--- src/rtl/ap_ctrl_latency_profiler_pkg.sv ---
// Shared types and helpers for the ap_ctrl_hs latency profiler.
// The timestamp-difference helpers operate on 64-bit containers.
package prof_pkg;

    localparam int TS_W_DFLT  = 32;
    localparam int CNT_W_DFLT = 24;
    localparam int FLAGS_W    = 3;

    localparam int FLAG_SAT  = 0;
    localparam int FLAG_DROP = 1;
    localparam int FLAG_INC  = 2;

    typedef enum logic [1:0] {
        IDLE    = 2'd0,
        RUN     = 2'd1,
        STOPPED = 2'd2
    } prof_state_e;

    // Reference record layout at the default widths; the top builds the same
    // layout at its own parameterised widths.
    typedef struct packed {
        logic [TS_W_DFLT-1:0]  start_ts;
        logic [CNT_W_DFLT-1:0] latency;
        logic [CNT_W_DFLT-1:0] interval;
        logic [FLAGS_W-1:0]    flags;
    } prof_rec_t;

    function automatic logic [63:0] wrap_mask(input int unsigned w);
        return (w >= 64) ? '1 : ((64'd1 << w) - 64'd1);
    endfunction

    function automatic logic [63:0] wrap_diff(input logic [63:0] a, input logic [63:0] b,
                                              input int unsigned ts_w);
        return (a - b) & wrap_mask(ts_w);
    endfunction

    function automatic logic diff_saturates(input logic [63:0] a, input logic [63:0] b,
                                            input int unsigned ts_w, input int unsigned cnt_w);
        return wrap_diff(a, b, ts_w) > wrap_mask(cnt_w);
    endfunction

    // a - b modulo 2^ts_w, clamped to 2^cnt_w - 1
    function automatic logic [63:0] sat_sub(input logic [63:0] a, input logic [63:0] b,
                                            input int unsigned ts_w, input int unsigned cnt_w);
        logic [63:0] d;
        d = wrap_diff(a, b, ts_w);
        return (d > wrap_mask(cnt_w)) ? wrap_mask(cnt_w) : d;
    endfunction

endpackage

--- src/rtl/ap_ctrl_latency_profiler_fifo.sv ---
// First-word-fall-through record FIFO; storage is a RAM with a registered read
// plus a bypass register for writes that land directly at an empty head.
module prof_record_fifo
    import prof_pkg::*;
#(
    parameter int W     = $bits(prof_rec_t),
    parameter int DEPTH = 8
) (
    input  logic         clock,
    input  logic         reset,
    input  logic         wr_en,
    input  logic [W-1:0] wr_data,
    input  logic         rd_en,
    output logic [W-1:0] rd_data,
    output logic         full,
    output logic         empty
);

    localparam int AW = (DEPTH > 1) ? $clog2(DEPTH) : 1;

    logic [W-1:0]  mem [DEPTH];
    logic [W-1:0]  ram_rd_q;
    logic [W-1:0]  byp_data_q, byp_data_d;
    logic          byp_sel_q, byp_sel_d;
    logic [AW-1:0] wr_ptr_q, wr_ptr_d;
    logic [AW-1:0] rd_ptr_q, rd_ptr_d;
    logic [AW:0]   count_q, count_d;
    logic          valid_q, valid_d;
    logic          do_push, do_pop;

    always_comb begin
        do_pop     = rd_en && valid_q;
        do_push    = wr_en && ((count_q != (AW+1)'(DEPTH)) || do_pop);
        rd_ptr_d   = rd_ptr_q + AW'(do_pop);
        wr_ptr_d   = wr_ptr_q + AW'(do_push);
        count_d    = count_q + (AW+1)'(do_push) - (AW+1)'(do_pop);
        valid_d    = (count_d != '0);
        // A write to the slot that becomes the head cannot be seen through the RAM read yet
        byp_sel_d  = do_push && (wr_ptr_q == rd_ptr_d);
        byp_data_d = byp_sel_d ? wr_data : byp_data_q;
    end

    always_ff @(posedge clock) begin
        if (do_push) begin
            mem[wr_ptr_q] <= wr_data;
        end
        ram_rd_q <= mem[rd_ptr_d];
    end

    always_ff @(posedge clock or negedge reset) begin
        if (!reset) begin
            wr_ptr_q   <= '0;
            rd_ptr_q   <= '0;
            count_q    <= '0;
            valid_q    <= 1'b0;
            byp_sel_q  <= 1'b1;
            byp_data_q <= '0;
        end else begin
            wr_ptr_q   <= wr_ptr_d;
            rd_ptr_q   <= rd_ptr_d;
            count_q    <= count_d;
            valid_q    <= valid_d;
            byp_sel_q  <= byp_sel_d;
            byp_data_q <= byp_data_d;
        end
    end

    assign rd_data = byp_sel_q ? byp_data_q : ram_rd_q;
    assign full    = (count_q == (AW+1)'(DEPTH));
    assign empty   = !valid_q;

endmodule

--- src/rtl/ap_ctrl_latency_profiler.sv ---
// Handshake profiler for one ap_ctrl_hs block: timestamps each transaction and
// queues {start, latency, interval, flags} records for a valid/ready consumer.
module ap_ctrl_latency_profiler
    import prof_pkg::*;
#(
    parameter int TS_W   = 32,
    parameter int CNT_W  = 24,
    parameter int DEPTH  = 8,
    parameter int DROP_W = 16
) (
    input  logic              clock,
    input  logic              reset,
    input  logic              ap_start,
    input  logic              ap_ready,
    input  logic              ap_done,
    input  logic              ap_continue,
    input  logic              finish,
    output logic              rec_valid,
    input  logic              rec_ready,
    output logic [TS_W-1:0]   rec_start_ts,
    output logic [CNT_W-1:0]  rec_latency,
    output logic [CNT_W-1:0]  rec_interval,
    output logic [2:0]        rec_flags,
    output logic [DROP_W-1:0] drop_count,
    output logic              busy
);

    typedef struct packed {
        logic [TS_W-1:0]    start_ts;
        logic [CNT_W-1:0]   latency;
        logic [CNT_W-1:0]   interval;
        logic [FLAGS_W-1:0] flags;
    } rec_t;

    prof_state_e       state_q, state_d;
    logic [TS_W-1:0]   ts_q, ts_d;
    logic [TS_W-1:0]   start_ts_q, start_ts_d;
    logic [TS_W-1:0]   prev_start_q, prev_start_d;
    logic              first_seen_q, first_seen_d;
    logic [CNT_W-1:0]  interval_q, interval_d;
    logic              int_sat_q, int_sat_d;
    logic              push_q, push_d;
    rec_t              push_rec_q, push_rec_d;
    logic              drop_pending_q, drop_pending_d;
    logic [DROP_W-1:0] drop_count_q, drop_count_d;
    logic              busy_q, busy_d;

    logic [CNT_W-1:0]  lat_now;
    logic              lat_sat;
    logic              done_ok;
    rec_t              wr_rec;
    rec_t              head_rec;
    logic              fifo_full;
    logic              fifo_empty;
    logic              pop;
    logic              fifo_accept;

    // ap_ready carries no state information for the profiler
    logic unused_ap_ready;
    assign unused_ap_ready = ap_ready;

    assign pop         = rec_ready && !fifo_empty;
    assign fifo_accept = push_q && (!fifo_full || pop);

    always_comb begin
        ts_d           = ts_q + TS_W'(1);
        state_d        = state_q;
        start_ts_d     = start_ts_q;
        prev_start_d   = prev_start_q;
        first_seen_d   = first_seen_q;
        interval_d     = interval_q;
        int_sat_d      = int_sat_q;
        push_d         = 1'b0;
        push_rec_d     = push_rec_q;
        drop_pending_d = drop_pending_q;
        drop_count_d   = drop_count_q;

        lat_now = CNT_W'(sat_sub(64'(ts_q), 64'(start_ts_q), TS_W, CNT_W));
        lat_sat = diff_saturates(64'(ts_q), 64'(start_ts_q), TS_W, CNT_W);
        done_ok = ap_done && ap_continue;

        unique case (state_q)
            IDLE: begin
                if (finish) begin
                    state_d = STOPPED;
                end else if (ap_start) begin
                    state_d      = RUN;
                    start_ts_d   = ts_q;
                    interval_d   = first_seen_q
                                 ? CNT_W'(sat_sub(64'(ts_q), 64'(prev_start_q), TS_W, CNT_W))
                                 : '0;
                    int_sat_d    = first_seen_q
                                 && diff_saturates(64'(ts_q), 64'(prev_start_q), TS_W, CNT_W);
                    prev_start_d = ts_q;
                    first_seen_d = 1'b1;
                end
            end
            RUN: begin
                if (finish || done_ok) begin
                    push_d                    = 1'b1;
                    push_rec_d.start_ts       = start_ts_q;
                    push_rec_d.latency        = lat_now;
                    push_rec_d.interval       = interval_q;
                    push_rec_d.flags          = '0;
                    push_rec_d.flags[FLAG_SAT] = lat_sat || int_sat_q;
                    push_rec_d.flags[FLAG_INC] = !done_ok;
                    state_d                   = finish ? STOPPED : IDLE;
                end
            end
            STOPPED: begin
                state_d = STOPPED;
            end
            default: begin
                state_d = IDLE;
            end
        endcase

        // Drop bookkeeping is resolved when the record reaches the FIFO
        if (push_q) begin
            drop_pending_d = !fifo_accept;
            if (!fifo_accept && (drop_count_q != '1)) begin
                drop_count_d = drop_count_q + DROP_W'(1);
            end
        end

        busy_d = (state_d == RUN);
    end

    always_comb begin
        wr_rec                 = push_rec_q;
        wr_rec.flags[FLAG_DROP] = drop_pending_q;
    end

    always_ff @(posedge clock or negedge reset) begin
        if (!reset) begin
            state_q        <= IDLE;
            ts_q           <= '0;
            start_ts_q     <= '0;
            prev_start_q   <= '0;
            first_seen_q   <= 1'b0;
            interval_q     <= '0;
            int_sat_q      <= 1'b0;
            push_q         <= 1'b0;
            push_rec_q     <= '0;
            drop_pending_q <= 1'b0;
            drop_count_q   <= '0;
            busy_q         <= 1'b0;
        end else begin
            state_q        <= state_d;
            ts_q           <= ts_d;
            start_ts_q     <= start_ts_d;
            prev_start_q   <= prev_start_d;
            first_seen_q   <= first_seen_d;
            interval_q     <= interval_d;
            int_sat_q      <= int_sat_d;
            push_q         <= push_d;
            push_rec_q     <= push_rec_d;
            drop_pending_q <= drop_pending_d;
            drop_count_q   <= drop_count_d;
            busy_q         <= busy_d;
        end
    end

    prof_record_fifo #(
        .W     ($bits(rec_t)),
        .DEPTH (DEPTH)
    ) u_fifo (
        .clock   (clock),
        .reset   (reset),
        .wr_en   (push_q),
        .wr_data (wr_rec),
        .rd_en   (pop),
        .rd_data (head_rec),
        .full    (fifo_full),
        .empty   (fifo_empty)
    );

    assign rec_valid    = !fifo_empty;
    assign rec_start_ts = head_rec.start_ts;
    assign rec_latency  = head_rec.latency;
    assign rec_interval = head_rec.interval;
    assign rec_flags    = head_rec.flags;
    assign drop_count   = drop_count_q;
    assign busy         = busy_q;

endmodule

--- config.mk ---
export PLATFORM = sky130hd
export DESIGN_NAME = ap_ctrl_latency_profiler
export DESIGN_NICKNAME = d
export VERILOG_FILES = /design/src/rtl/ap_ctrl_latency_profiler_pkg.sv /design/src/rtl/ap_ctrl_latency_profiler_fifo.sv /design/src/rtl/ap_ctrl_latency_profiler.sv
export SDC_FILE = /design/constraint.sdc
export NUM_CORES = 1
export LEC_CHECK = 0
export ABC_CLOCK_PERIOD_IN_PS = 19300
export CAP_MARGIN = 20
export CORE_MARGIN = 2
export CORE_UTILIZATION = 55
export CTS_CLUSTER_DIAMETER = 50
export DETAILED_ROUTE_END_ITERATION = 7
export GPL_TIMING_DRIVEN = 0
export PLACE_DENSITY = 0.68
export SYNTH_ARGS = -nofsm -noshare
export SYNTH_HDL_FRONTEND = slang
export SYNTH_SLANG_ARGS = --single-unit
--- constraint.sdc ---
create_clock -name clock -period 19.3 [get_ports clock]
set_input_delay 1.93 -clock clock [delete_from_list [all_inputs] [get_ports clock]]
set_output_delay 1.93 -clock clock [all_outputs]
set_load 0.02 [all_outputs]
==> flow_summary.ini <==
[pwr]
p_per_area_nw_per_um2 = 137
irDropWorstVdd_uv = 85.9
p_leak_nw = 17.7

[placement]
gp_congestion = 0.878
dp.cells = 3466
port_buffers = 107
place_hpwl_um = 60000

[setup_path]
critical_path_arrival_ns = 6.55
end_kind = flop
reg2reg_from = u_fifo.valid_q
cpPeakStageDelay_ns = 0.93
worst-path-max-fanout = 10
cp-start-kind = input port
crit_chain = clkdlybuf4s50_1, nand2_1, inv_1, ha_1, ha_1, xor2_1, xor2_1, nor4_1, clkbuf_1, buf_8, clkbuf_1, mux2_2
startpoint = rec_ready
worstSetupPathType = in -> reg
critPathSlowestCell = nor4_1
critPathRequiredTime_ns = 19.84

[global_routing]
antenna_found_initial = 0
grt_first_pass_wirelength_um = 137000
gr-total-overflow = 0
grt_pass1_vias = 22600
grt_max_degree = 120
grt_util_all_layers = 0.244

[finish]
regArea_um2 = 28800
n_antenna_cell = 0
num-fill-cells = 4990
final_cell_mix = edfxtp_1 (664), dfrtp_1 (287), mux2_2 (252)
nets = 2672
final_common_cell = edfxtp_1
area.growth.synth_to_final_pct = 17.5
multi_input_area_um2 = 10900
final_cells = 3676
layout-drive-gt1-share = 0.263

[sta]
finalCriticalPeriod_ns = 6.01
grt_setup_unrepaired = no
fin_crit_sh = 0.311
fmaxAchievable_ghz = 0.166
hold_violations = 0
fin_hold_ws_ns = 0.474
finClkSkew_ns = 0.0281
final_max_slew_viol_count = 0
relSlewSlack = 0.222
tightest_slew_ns = 1.17
finalSetupViolations = 0

[min_path]
hold_class = reg -> reg
hold_start = interval_q[13]

[clock_tree]
cts_sinks = 1035
root_buffer = clkbuf_16
cts_buffers = 109
clockBufferDepth = 3
cts_tree = yes
cts_setup_buffers = 0
clk_pin_slew_ns = 0.06
cts_resized = 0
hold_buffers = 0
clock_latency_ns = 0.68
cts-htree-levels = 3

[logic_synthesis]
synthesis.area_um2 = 40300
ys_seq_elements = 1035
yosysWarnings = 0
synth_ff_type = edfxtp_1
synthDistinctLibCells = 66
syn_inst = 2327
synth-edff-count = 664
async_reset_ff_frac = 0.278
avgSynthCellArea_um2 = 17.3
synth_nets = 2379
synth.yosys.seq_area_share = 0.714

[detailed_routing]
firstDrtPassIters = 7
wl_per_cell_um = 24.5
wirelength_um = 90100
vias = 21700
ant_nets = 0
drcViolationCount = 0
avgViaCountPerCell = 5.90
drtIter0Drc = 1679

[floorplan]
num_io_pins = 109
die_h_um = 275
rows = 99
die_w_um = 275
core-area_um2 = 72800
start_util = 0.554
die-area_um2 = 75500

[outcome]
status = completed

[flow_run]
drv_cap = 0
final timing paths:
kind	slack (ns)	to	cells past startpoint
setup / recovery	13.29	u_fifo.byp_data_q[29]	12
hold / removal	0.47	push_rec_q[16]	2
setup reg to reg	14.57	u_fifo.byp_data_q[29]	11
hold reg to reg	0.47	push_rec_q[16]	2
max in group asynchronous	17.01	push_rec_q[69]	2
min in group asynchronous	1.20	u_fifo.byp_data_q[28]	1
where the power goes:
part / switching [mW] / internal, mW
sequential: 0.0726 / 2.52
clock: 0.871 / 1.28
combinational: 0.880 / 0.891
total: 1.82 / 4.69
metrics by stage:
step / setup TNS (ns) / util / instance area, µm² / setup slack, ns / total power, mW
6_report: 0 / 0.651 / 47400 / 13.29 / 6.51
5_1_grt: 0 / 0.651 / 47400 / 13.19 / 6.77
4_1_cts: 0 / 0.650 / 47300 / 13.30 / 6.57
3_5_place_dp: 0 / 0.598 / 43600 / 12.63 / 4.41
3_3_place_gp: -56.38 / 0.585 / 42600 / -0.702 / 4.36
2_1_floorplan: 0 / - / 40300 / 8.53 / 3.79
flip-flops by register name (all words and copies together) (netlist names), 3 cells and up:
signal and flops:
u_fifo.rd_ptr_q 3, drop_count 16, u_fifo.wr_ptr_q 3, push_rec_q 82
u_fifo.ram_rd_q 83, u_fifo.mem 664, ts_q 32, u_fifo.count_q 4
interval_q 24, u_fifo.byp_data_q 83, prev_start_q 32
synthesized netlist by cell type, drive strengths merged (4+ instances only):
cell,instances,area share
clkbuf,77,0.0072
nand2,190,0.018
xnor2,52,0.011
o211ai,6,0.0015
nor3,12,0.0019
xor2,29,0.0063
o21a,7,0.0013
o21bai,4,0.00074
buf,38,0.0049
nand4,23,0.0039
a21oi,37,0.0048
a31oi,53,0.0082
mux4,166,0.093
ha,42,0.013
nand2b,7,0.0011
nand3,24,0.0030
mux2,252,0.070
a21o,8,0.0015
nor2,58,0.0054
nor4,4,0.00078
dfrtp,287,0.18
dfxtp,83,0.041
inv,50,0.0047
and3,7,0.0011
edfxtp,664,0.49
and4,4,0.00087
o21ai,103,0.013
critical path, delay by kind of cell:
| family | cells | cell delay, ns |
|---|---|---|
| xor gates and xnor gates | 2 | 0.68 |
| adders and majority gates | 2 | 0.40 |
| buffers and inverters | 5 | 2.04 |
| muxes | 1 | 0.43 |
| and+or+nand+nor | 2 | 1.05 |
metal layers:
metal  track usage  vias up  part of all wire
met5             0        -                 0
met4        0.0690        0             0.023
met3        0.0320      117             0.046
met2         0.396      556              0.49
met1         0.352    11500              0.44
li1              -     9498                 -
kinds of logic after synthesis:
logic type / synth area share
fa+ha+maj: 0.0140
compound gates: 0.0365
xor+xnor: 0.0178
flops: 0.714
simple gates: 0.0378
buf+inv: 0.0167
mux: 0.163
cell type report:
cell class / instances / share of cell area
clock inverter: 62 / 0.0150
buffer: 115 / 0.0103
multi-input combinational: 1127 / 0.230
sequential: 1035 / 0.608
timing repair buffer: 182 / 0.0429
tap: 959 / 0.0253
inverter: 50 / 0.00396
clock buffer: 146 / 0.0644
Power figures use the tool's default switching activity.
